`src/rtl/spu_adsr_engine.sv`:
```
// Time-multiplexed ADSR envelope engine: per-voice volume/phase/countdown storage,
// one voice advanced per update strobe, result registered one cycle later.
module spu_adsr_engine #(
    parameter int NVOICES = 24,
    parameter int VOL_W   = 15,
    parameter int CYC_W   = 23,
    parameter int VIDX_W  = 5
) (
    input  logic              i_clk,
    input  logic              n_rst,
    input  logic              i_spu_enable,
    input  logic              i_upd_valid,
    input  logic [VIDX_W-1:0] i_upd_voice,
    input  logic              i_kon,
    input  logic              i_koff,
    input  logic [15:0]       i_adsr_lo,
    input  logic [15:0]       i_adsr_hi,
    input  logic              i_host_wr,
    input  logic [VIDX_W-1:0] i_host_voice,
    input  logic [VOL_W-1:0]  i_host_vol,
    output logic              o_res_valid,
    output logic [VIDX_W-1:0] o_res_voice,
    output logic [VOL_W-1:0]  o_res_vol,
    output logic [1:0]        o_res_state,
    output logic              o_voice_end
);

    typedef enum logic [1:0] {
        ST_ATTACK  = 2'd0,
        ST_DECAY   = 2'd1,
        ST_SUSTAIN = 2'd2,
        ST_RELEASE = 2'd3
    } adsr_state_e;

    // Signed step width: room for the largest delta (8 << 11) plus two guard bits.
    localparam int SW = ((VOL_W > 15) ? VOL_W : 15) + 2;
    localparam int PW = SW + VOL_W + 1;
    localparam logic [VOL_W-1:0] VOL_MAX  = {VOL_W{1'b1}};
    localparam logic [VOL_W-1:0] VOL_KNEE = VOL_W'(3 << (VOL_W - 2));
    localparam logic [CYC_W-1:0] CYC_MAX  = {CYC_W{1'b1}};
    localparam logic [CYC_W-1:0] CYC_ONE  = CYC_W'(1);

    logic [VOL_W-1:0] vol_q   [NVOICES];
    logic [VOL_W-1:0] vol_d   [NVOICES];
    adsr_state_e      state_q [NVOICES];
    adsr_state_e      state_d [NVOICES];
    logic [CYC_W-1:0] cyc_q   [NVOICES];
    logic [CYC_W-1:0] cyc_d   [NVOICES];

    logic              res_valid_q, res_valid_d;
    logic [VIDX_W-1:0] res_voice_q, res_voice_d;
    logic [VOL_W-1:0]  res_vol_q,   res_vol_d;
    adsr_state_e       res_state_q, res_state_d;
    logic              res_end_q,   res_end_d;

    logic upd_ok, host_ok;
    assign upd_ok  = i_upd_valid && (int'(i_upd_voice) < NVOICES);
    assign host_ok = i_host_wr && (int'(i_host_voice) < NVOICES);

    logic [VOL_W-1:0] cur_vol;
    adsr_state_e      cur_st;
    logic [CYC_W-1:0] cur_cyc;
    assign cur_vol = vol_q[i_upd_voice];
    assign cur_st  = state_q[i_upd_voice];
    assign cur_cyc = cyc_q[i_upd_voice];

    logic                 exp_mode, decr;
    logic [4:0]           shift, dsh, csh;
    logic signed [3:0]    stepval;
    logic signed [SW-1:0] delta_lin, delta, sum;
    logic signed [PW-1:0] prod, prod_sh;
    logic [31:0]          cyc_base;
    logic [CYC_W-1:0]     cyc_reload;
    logic [SW-1:0]        sus_thr;
    logic [VOL_W-1:0]     step_vol;
    adsr_state_e          step_st;

    always_comb begin : p_step
        exp_mode = 1'b0;
        decr     = 1'b1;
        shift    = '0;
        stepval  = 4'sb1000;
        case (cur_st)
            ST_ATTACK: begin
                exp_mode = i_adsr_lo[15];
                decr     = 1'b0;
                shift    = i_adsr_lo[14:10];
                stepval  = $signed(4'd7 - {2'b00, i_adsr_lo[9:8]});
            end
            ST_DECAY: begin
                exp_mode = 1'b1;
                shift    = {1'b0, i_adsr_lo[7:4]};
            end
            ST_SUSTAIN: begin
                exp_mode = i_adsr_hi[15];
                decr     = i_adsr_hi[14];
                shift    = i_adsr_hi[12:8];
                stepval  = i_adsr_hi[14] ? $signed(4'b1000 + {2'b00, i_adsr_hi[7:6]})
                                         : $signed(4'd7 - {2'b00, i_adsr_hi[7:6]});
            end
            default: begin
                exp_mode = i_adsr_hi[5];
                shift    = i_adsr_hi[4:0];
            end
        endcase

        dsh       = (shift < 5'd11) ? 5'd11 - shift : 5'd0;
        csh       = (shift > 5'd11) ? shift - 5'd11 : 5'd0;
        delta_lin = $signed({{(SW-4){stepval[3]}}, stepval}) <<< dsh;
        // Exponential decay scales the step by the current level (floor via >>>).
        prod      = $signed({{(PW-SW){delta_lin[SW-1]}}, delta_lin})
                  * $signed({{(PW-VOL_W){1'b0}}, cur_vol});
        prod_sh   = prod >>> VOL_W;
        delta     = (exp_mode && decr) ? $signed(prod_sh[SW-1:0]) : delta_lin;
        sum       = $signed({{(SW-VOL_W){1'b0}}, cur_vol}) + delta;

        if (sum[SW-1])
            step_vol = '0;
        else if (sum > $signed({{(SW-VOL_W){1'b0}}, VOL_MAX}))
            step_vol = VOL_MAX;
        else
            step_vol = sum[VOL_W-1:0];

        cyc_base = 32'd1 << csh;
        if (exp_mode && !decr && (cur_vol > VOL_KNEE))
            cyc_base = cyc_base << 2;
        cyc_reload = (cyc_base > 32'(CYC_MAX)) ? CYC_MAX : cyc_base[CYC_W-1:0];

        sus_thr = ({{(SW-4){1'b0}}, i_adsr_lo[3:0]} + SW'(1)) << (VOL_W - 4);
        step_st = cur_st;
        if ((cur_st == ST_ATTACK) && (step_vol == VOL_MAX))
            step_st = ST_DECAY;
        else if ((cur_st == ST_DECAY) && ({{(SW-VOL_W){1'b0}}, step_vol} <= sus_thr))
            step_st = ST_SUSTAIN;
    end

    logic [VOL_W-1:0] nxt_vol;
    adsr_state_e      nxt_st;
    logic [CYC_W-1:0] nxt_cyc;
    logic             nxt_end;

    always_comb begin : p_event
        nxt_vol = cur_vol;
        nxt_st  = cur_st;
        nxt_cyc = cur_cyc;
        nxt_end = 1'b0;
        if (!i_spu_enable) begin
            nxt_vol = '0;
        end else if (i_kon) begin
            nxt_vol = '0;
            nxt_st  = ST_ATTACK;
            nxt_cyc = CYC_ONE;
        end else if (i_koff) begin
            nxt_st  = ST_RELEASE;
            nxt_cyc = CYC_ONE;
        end else if (cur_cyc > CYC_ONE) begin
            nxt_cyc = cur_cyc - CYC_ONE;
        end else begin
            nxt_vol = step_vol;
            nxt_st  = step_st;
            nxt_cyc = cyc_reload;
            nxt_end = (cur_st == ST_RELEASE) && (cur_vol != '0) && (step_vol == '0);
        end
    end

    always_comb begin : p_store
        vol_d   = vol_q;
        state_d = state_q;
        cyc_d   = cyc_q;
        if (upd_ok) begin
            vol_d[i_upd_voice]   = nxt_vol;
            state_d[i_upd_voice] = nxt_st;
            cyc_d[i_upd_voice]   = nxt_cyc;
        end
        // Host volume wins the storage slot; the result still reports the computed value.
        if (host_ok)
            vol_d[i_host_voice] = i_host_vol;
        res_valid_d = upd_ok;
        res_voice_d = upd_ok ? i_upd_voice : '0;
        res_vol_d   = upd_ok ? nxt_vol : '0;
        res_state_d = upd_ok ? nxt_st : ST_ATTACK;
        res_end_d   = upd_ok && nxt_end;
    end

    always_ff @(posedge i_clk or negedge n_rst) begin
        if (!n_rst) begin
            for (int i = 0; i < NVOICES; i++) begin
                vol_q[i]   <= '0;
                state_q[i] <= ST_RELEASE;
                cyc_q[i]   <= CYC_ONE;
            end
            res_valid_q <= 1'b0;
            res_voice_q <= '0;
            res_vol_q   <= '0;
            res_state_q <= ST_ATTACK;
            res_end_q   <= 1'b0;
        end else begin
            vol_q       <= vol_d;
            state_q     <= state_d;
            cyc_q       <= cyc_d;
            res_valid_q <= res_valid_d;
            res_voice_q <= res_voice_d;
            res_vol_q   <= res_vol_d;
            res_state_q <= res_state_d;
            res_end_q   <= res_end_d;
        end
    end

    assign o_res_valid = res_valid_q;
    assign o_res_voice = res_voice_q;
    assign o_res_vol   = res_vol_q;
    assign o_res_state = res_state_q;
    assign o_voice_end = res_end_q;

    logic unused_bits;
    assign unused_bits = ^{i_adsr_hi[13], prod_sh[PW-1:SW]};

endmodule

```
`config.mk`:
```
export PLATFORM = sky130hd
export DESIGN_NAME = spu_adsr_engine
export DESIGN_NICKNAME = d
export VERILOG_FILES = /design/src/rtl/spu_adsr_engine.sv
export SDC_FILE = /design/constraint.sdc
export NUM_CORES = 2
export LEC_CHECK = 0
export BUFFER_PORTS_ARGS = -buffer_cell sky130_fd_sc_hd__buf_2
export CORE_MARGIN = 10
export CORE_UTILIZATION = 30
export CTS_BUF_LIST = sky130_fd_sc_hd__clkbuf_2
export DETAILED_ROUTE_END_ITERATION = 16
export SLEW_MARGIN = 20
export SYNTH_ARGS = -nofsm -noshare
export SYNTH_HDL_FRONTEND = slang
export SYNTH_SLANG_ARGS = --single-unit
```
`constraint.sdc`:
```
create_clock -name i_clk -period 24.8 [get_ports i_clk]
set_clock_uncertainty 0.15 [all_clocks]
set_input_delay 1.24 -clock i_clk [delete_from_list [all_inputs] [get_ports i_clk]]
set_output_delay 1.24 -clock i_clk [all_outputs]
set_load 0.05 [all_outputs]
```
After elaboration in Yosys (flattened, before gate mapping)
Cells that the tools add are included.
Storage, ports and cells
  logic and storage cells: 179
  input port bits: 64
  output and inout port bits: 24
  flip-flop bits (word level): 984
Cells by class
  shift-type cells: 2
  $add $sub $neg: 8
  multiplexer cells: 56
  eq/ne operators: 4
  multipliers: 1
  bitwise operators: 2
  order comparisons: 13
  reduce and logical (&&, ||, !) cells: 16
Operators by type and width (number)
  bitwise mux 360 bit: 2
  two-way mux 360 bit: 2
  bitwise mux 552 bit: 1
  two-way mux 23 bit: 8
  two-way mux 15 bit: 11
  demux 15 bit (select 5 bit): 2
  binary-select mux 23 bit (select 5 bit): 1
  demux 23 bit (select 5 bit): 1
  binary-select mux 15 bit (select 5 bit): 1
  bitwise mux 48 bit: 1
  > comparator 32 x 23 -> 1 bit (second input constant): 1
  multiplier 17 x 16 -> 32 bit: 1
  two-way mux 32 bit: 1
  << shifter 1 x 5 -> 32 bit (first input constant): 1
  > comparator 23 x 1 -> 1 bit (second input constant): 1
  subtractor 23 x 1 -> 23 bit (second input constant): 1
  two-way mux 2 bit: 10
  adder 16 x 17 -> 17 bit: 1
  > comparator 17 x 16 -> 1 bit (second input constant): 1
  two-way mux 17 bit: 1
  <<< shifter 4 x 5 -> 17 bit: 1
  <= comparator 15 x 16 -> 1 bit: 1
  equality test 15 bit (second input constant): 1
  > comparator 15 bit (second input constant): 1
  other kinds (27): 49

Longest topological paths before layout
  word-level depth: 24
  gate-level depth with buffers: 66
  depth with buffers taken out: 59

Least setup slack after synthesis
Ideal clock, no wire load.
  kind: input to register
  start point: input i_upd_voice[0]
  end point: register state_q[33] (netlist name)
  stages on the path: 57
  arrival: 14441 ps
  setup time: 80 ps
  data required time: 24570 ps
  slack: 10129 ps
  path buffers: 7
  cells stage by stage: buf_6 > buf_6 > mux4_2 > nand2_1 > nand4_1 > nor2_2 > buf_4 > mux2i_2 > buf_2 > ha_1 > a211oi_1 > or4b_1 > nand2_1 > clkbuf_1 > nand2_1 > inv_1 > fa_1 > inv_1 > [21 not listed] > or2_2 > a21oi_1 > a311oi_1 > o31a_1 > or2_2 > and3_1 > a222oi_1 > ha_1 > nor2b_1 > o21a_1 > o21a_1 > o21ai_0 > a41oi_1 > o311ai_0 > inv_1 > a311o_1 > clkbuf_1 > o21ai_0
Between the ends
  longest elaborated chain between the ends: 24
  elaborated cells between the ends (all ways): 47
  those cells by class: add/sub (2); mul (1); order compare (7); eq/ne (3); shift (1); mux (26); bitwise (1); reduce/logical (6)
RTL lines
  start: declaration: line 13  | input logic [VIDX_W-1:0] i_upd_voice,
  NOT 5 -> 6 bit (not written as such)
  binary-select mux 2 bit (select 5 bit): line 64  | assign cur_st = state_q[i_upd_voice];
  two-way mux 2 bit (not written as such) (2 in series): line 64
  equality test 2 bit (tied with other cells): line 83  | case (cur_st)
  one-hot mux 5 bit (3 select lines): line 83
  subtractor 4 x 5 -> 5 bit or less-than comparator 5 x 4 -> 1 bit (tied branches): line 107  | dsh = (shift < 5'd11) ? 5'd11 - shift : 5'd0;
  two-way mux 5 bit: line 107
  <<< shifter 4 x 5 -> 17 bit: line 109  | delta_lin = $signed({{(SW-4){stepval[3]}}, stepval}) <<< dsh;
  [7 not listed]
  logical AND 1 bit: line 133  | else if ((cur_st == ST_DECAY) && ({{(SW-VOL_W){1'b0}}, step_vol} <= sus_thr))
  two-way mux 2 bit: line 133
  two-way mux 2 bit: line 131  | if ((cur_st == ST_ATTACK) && (step_vol == VOL_MAX))
  two-way mux 2 bit: line 156  | end else if (cur_cyc > CYC_ONE) begin
  two-way mux 2 bit: line 153  | end else if (i_koff) begin
  two-way mux 2 bit: line 149  | end else if (i_kon) begin
  two-way mux 2 bit: line 147  | if (!i_spu_enable) begin
  bitwise mux 48 bit: line 172  | state_d[i_upd_voice] = nxt_st;
  end signal: assignment: line 199  | state_q <= state_d;
  end: declaration: line 45  | adsr_state_e state_q [NVOICES];
Several ways; a longest one is shown, not always the timed one. The select of a mux whose other input is x is not followed.
A chain may end at the register's enable or synchronous reset.

Final worst setup path
  start point: input i_upd_voice[0]
  end point: register state_q[3] (netlist name)
The elaborated chain is that of the path after synthesis.

==> reports/qor.yml <==
path_clk_slew_ns: 0.10
synth.top_cell.area_share: 0.397
met2_usage: 0.291
synth_top_cell_by_area: "dfrtp_1"
grt_first_pass_wirelength_um: 293000
height_of_the_die_um: 458
place_inst: 7871
drt_iter0_drc: 4957
synth_edf_count: 0
place_hpwl_um: 122000
antenna_violations_before_repair: 11
hold_violations: 0
count_of_vias_placed_by_the_detailed_router: 46100
core-area_um2: 190000
cp_common_cell: "o21ai_0"
cpLargestDelayFamily: "compound AO/OA/AOI/OAI gates"
synth_top_cells_by_area: "dfrtp_1 (40%), mux4_2 (9.4%), fa_1 (8.8%), nand2_1 (5.8%), o21ai_0 (4.5%)"
drt-pass1-iter-count: 6
most_used_flip_flop_cell_after_synthesis: "dfrtp_1"
cap_violations: 0
drt.antenna.violating_nets: 0
top_usage_layer: "met2"
groute.layer.met1.usage: 0.216
post_drt_wl_per_cell_um: 23.3
postSynthCellCount: 5623
path_buf_inv: 7
slew_margin_rel: 0.209
i_o_pin_total: 88
worst-setup-path-type: "in -> reg"
grt_pass1_vias: 47700
min_delay_path_class: "in -> reg"
design.die.area_um2: 210000
critical_path.startpoint_type: "input port"
ys_seq_elements: 984
port_buffers: 86
post-route-period-util: 0.729
die_width_um: 458
place_congestion: 0.908
post_synth_instance_area_um2: 57500
route.final.wire_length_um: 193000
finalSetupTns_ns: 0
run_status: "complete, no violations"
yosysUniqueCellTypes: 88
syn_nets: 6045
critical_path.max_fanout: 45
clk_root_buffer_cell: "clkbuf_2"
critPathRequiredTime_ns: 26.22
htreeDepth: 4
grt.total_usage: 0.179
tritoncts.num_buffers: 224
avgSynthCellArea_um2: 10.2
rows: 160
numClockSinks: 984
synth.cells.most_frequent: "dfrtp_1 (912), nand2_1 (885), o21ai_0 (520)"
yosysSeqAreaShare: 0.430
timing_worst_slew_pin_value_ns: 1.18
finalMaxSlewViolations: 0
gr_ovfl_total: 0
setup_viol_count_final: 0
final_layout_size_suffix_gt1_frac: 0.180
crit_slowest_cell: "a311oi_1"
met3_use_gr: 0.0319
maxClockFrequency_mhz: 55.3
flow.area_growth_from_synthesis_pct: 8.99
post_drt_via_cell_ratio: 5.56
worstSetupEndpointType: "flip-flop"
cts_resized: 0
post-route-drc-count: 0
cts_tree: "done"
layout_min_cycle_time_ns: 18.07
finish.net_count: 6030
yosysWarnings: 0
arrival_worst_endpoint_ns: 19.49
grt_max_degree: 189
clock_tree.buffer_depth: 3
grt_setup_unrepaired: "no"
floorplan.initialDensity: 0.302
synth.most_common_cell: "dfrtp_1"
timing.critical_path.slowest_cell_delay_ns: 1.15
layout.cells.non_filler: 8299
insertion_delay_ns: 1.72
async_flop_share: 1.00
fillCellCount: 19500
path summary, 6_finish.rpt:
kind                                start             end  slack [ns]  cells past startpoint
hold reg to reg                cyc_q[414]      cyc_q[414]        0.31                      2
hold / removal             i_upd_voice[2]  o_res_voice[2]        0.12                      2
setup / recovery           i_upd_voice[0]      state_q[3]        6.73                     54
max in group asynchronous           n_rst   o_res_vol[11]       20.68                      6
min in group asynchronous           n_rst      cyc_q[173]        0.54                      3
setup reg to reg              state_q[40]      state_q[3]        7.23                     52
cells by family after synthesis:
group                      after synthesis  share of synthesized area
adders and majority gates              358                      0.111
muxes                                  416                      0.127
xor gates and xnor gates                51                    0.00777
buffers and inverters                  824                     0.0580
DFF                                    984                      0.430
AOI/OAI and AO/OA                     1634                      0.167
and+or+nand+nor                       1356                     0.0999
registers in the layout, summed over array words and instances, names as in the netlist:
register	cells
cyc_q	552
o_res_state	2
vol_q	360
state_q	48
o_voice_end	1
o_res_voice	5
o_res_valid	1
o_res_vol	15
repair_timing:
action | in CTS | in global routing
endpoints found under the hold margin | 321 | 0
buffers inserted | 0 | 0
hold buffers | 21 | 0
through the flow:
| step | hold WS, ns | setup WS (ns) | cell area, µm² | utilization |
|---|---|---|---|---|
| floorplan | 0.287 | 10.13 | 57500 | - |
| global placement | 0.295 | 6.05 | 60300 | 0.317 |
| detailed placement | 0.299 | 5.79 | 60300 | 0.317 |
| CTS | 0.0244 | 7.43 | 62600 | 0.329 |
| global route | 0.0551 | 6.08 | 62700 | 0.329 |
| finish | 0.121 | 6.73 | 62700 | 0.329 |
layer usage:
layer / share of wire / vias to the layer above
li1: - / 20200
met3: 0.070 / 586
met5: 0 / -
met4: 0.071 / 0
met2: 0.47 / 2159
met1: 0.39 / 23200
placed cells by master (no fill, tap or decap), types with 20 or more instances in the layout:
master         synthesis  routed
a21oi_1              142     127
a31oi_1              398     397
and2_1                39      39
buf_2                 69      82
buf_4                  5     126
clkbuf_2               5     305
clkinv_1               2      61
dfrtp_1              912     912
dfstp_2               72      72
dlygate4sd3_1          0      20
fa_1                 254     254
ha_1                 104     104
inv_1                338     338
mux2_2                75      75
mux2i_1               99      99
mux4_2               240     240
nand2_1              885     858
nand2_2                0      27
nand3_1               32      28
nor2_1               226     223
nor3_1                40      37
o21ai_0              520     515
o21ai_1               60      64
o22ai_1              383     383
xnor2_1               33      33
area by class of cell:
type	instances	area [µm²]	share of cell area
timing repair buffer	239	1750	0.0280
inverter	344	1290	0.0206
sequential	984	24700	0.394
clock buffer	305	1530	0.0244
antenna	13	32.5	0.000519
tap	2511	3140	0.0501
multi-input combinational	3815	29700	0.474
clock inverter	88	490	0.00783
Power is left out: the tool's default activity adds up to more than one toggle a clock period on the data nets, which glitch-free logic cannot reach.
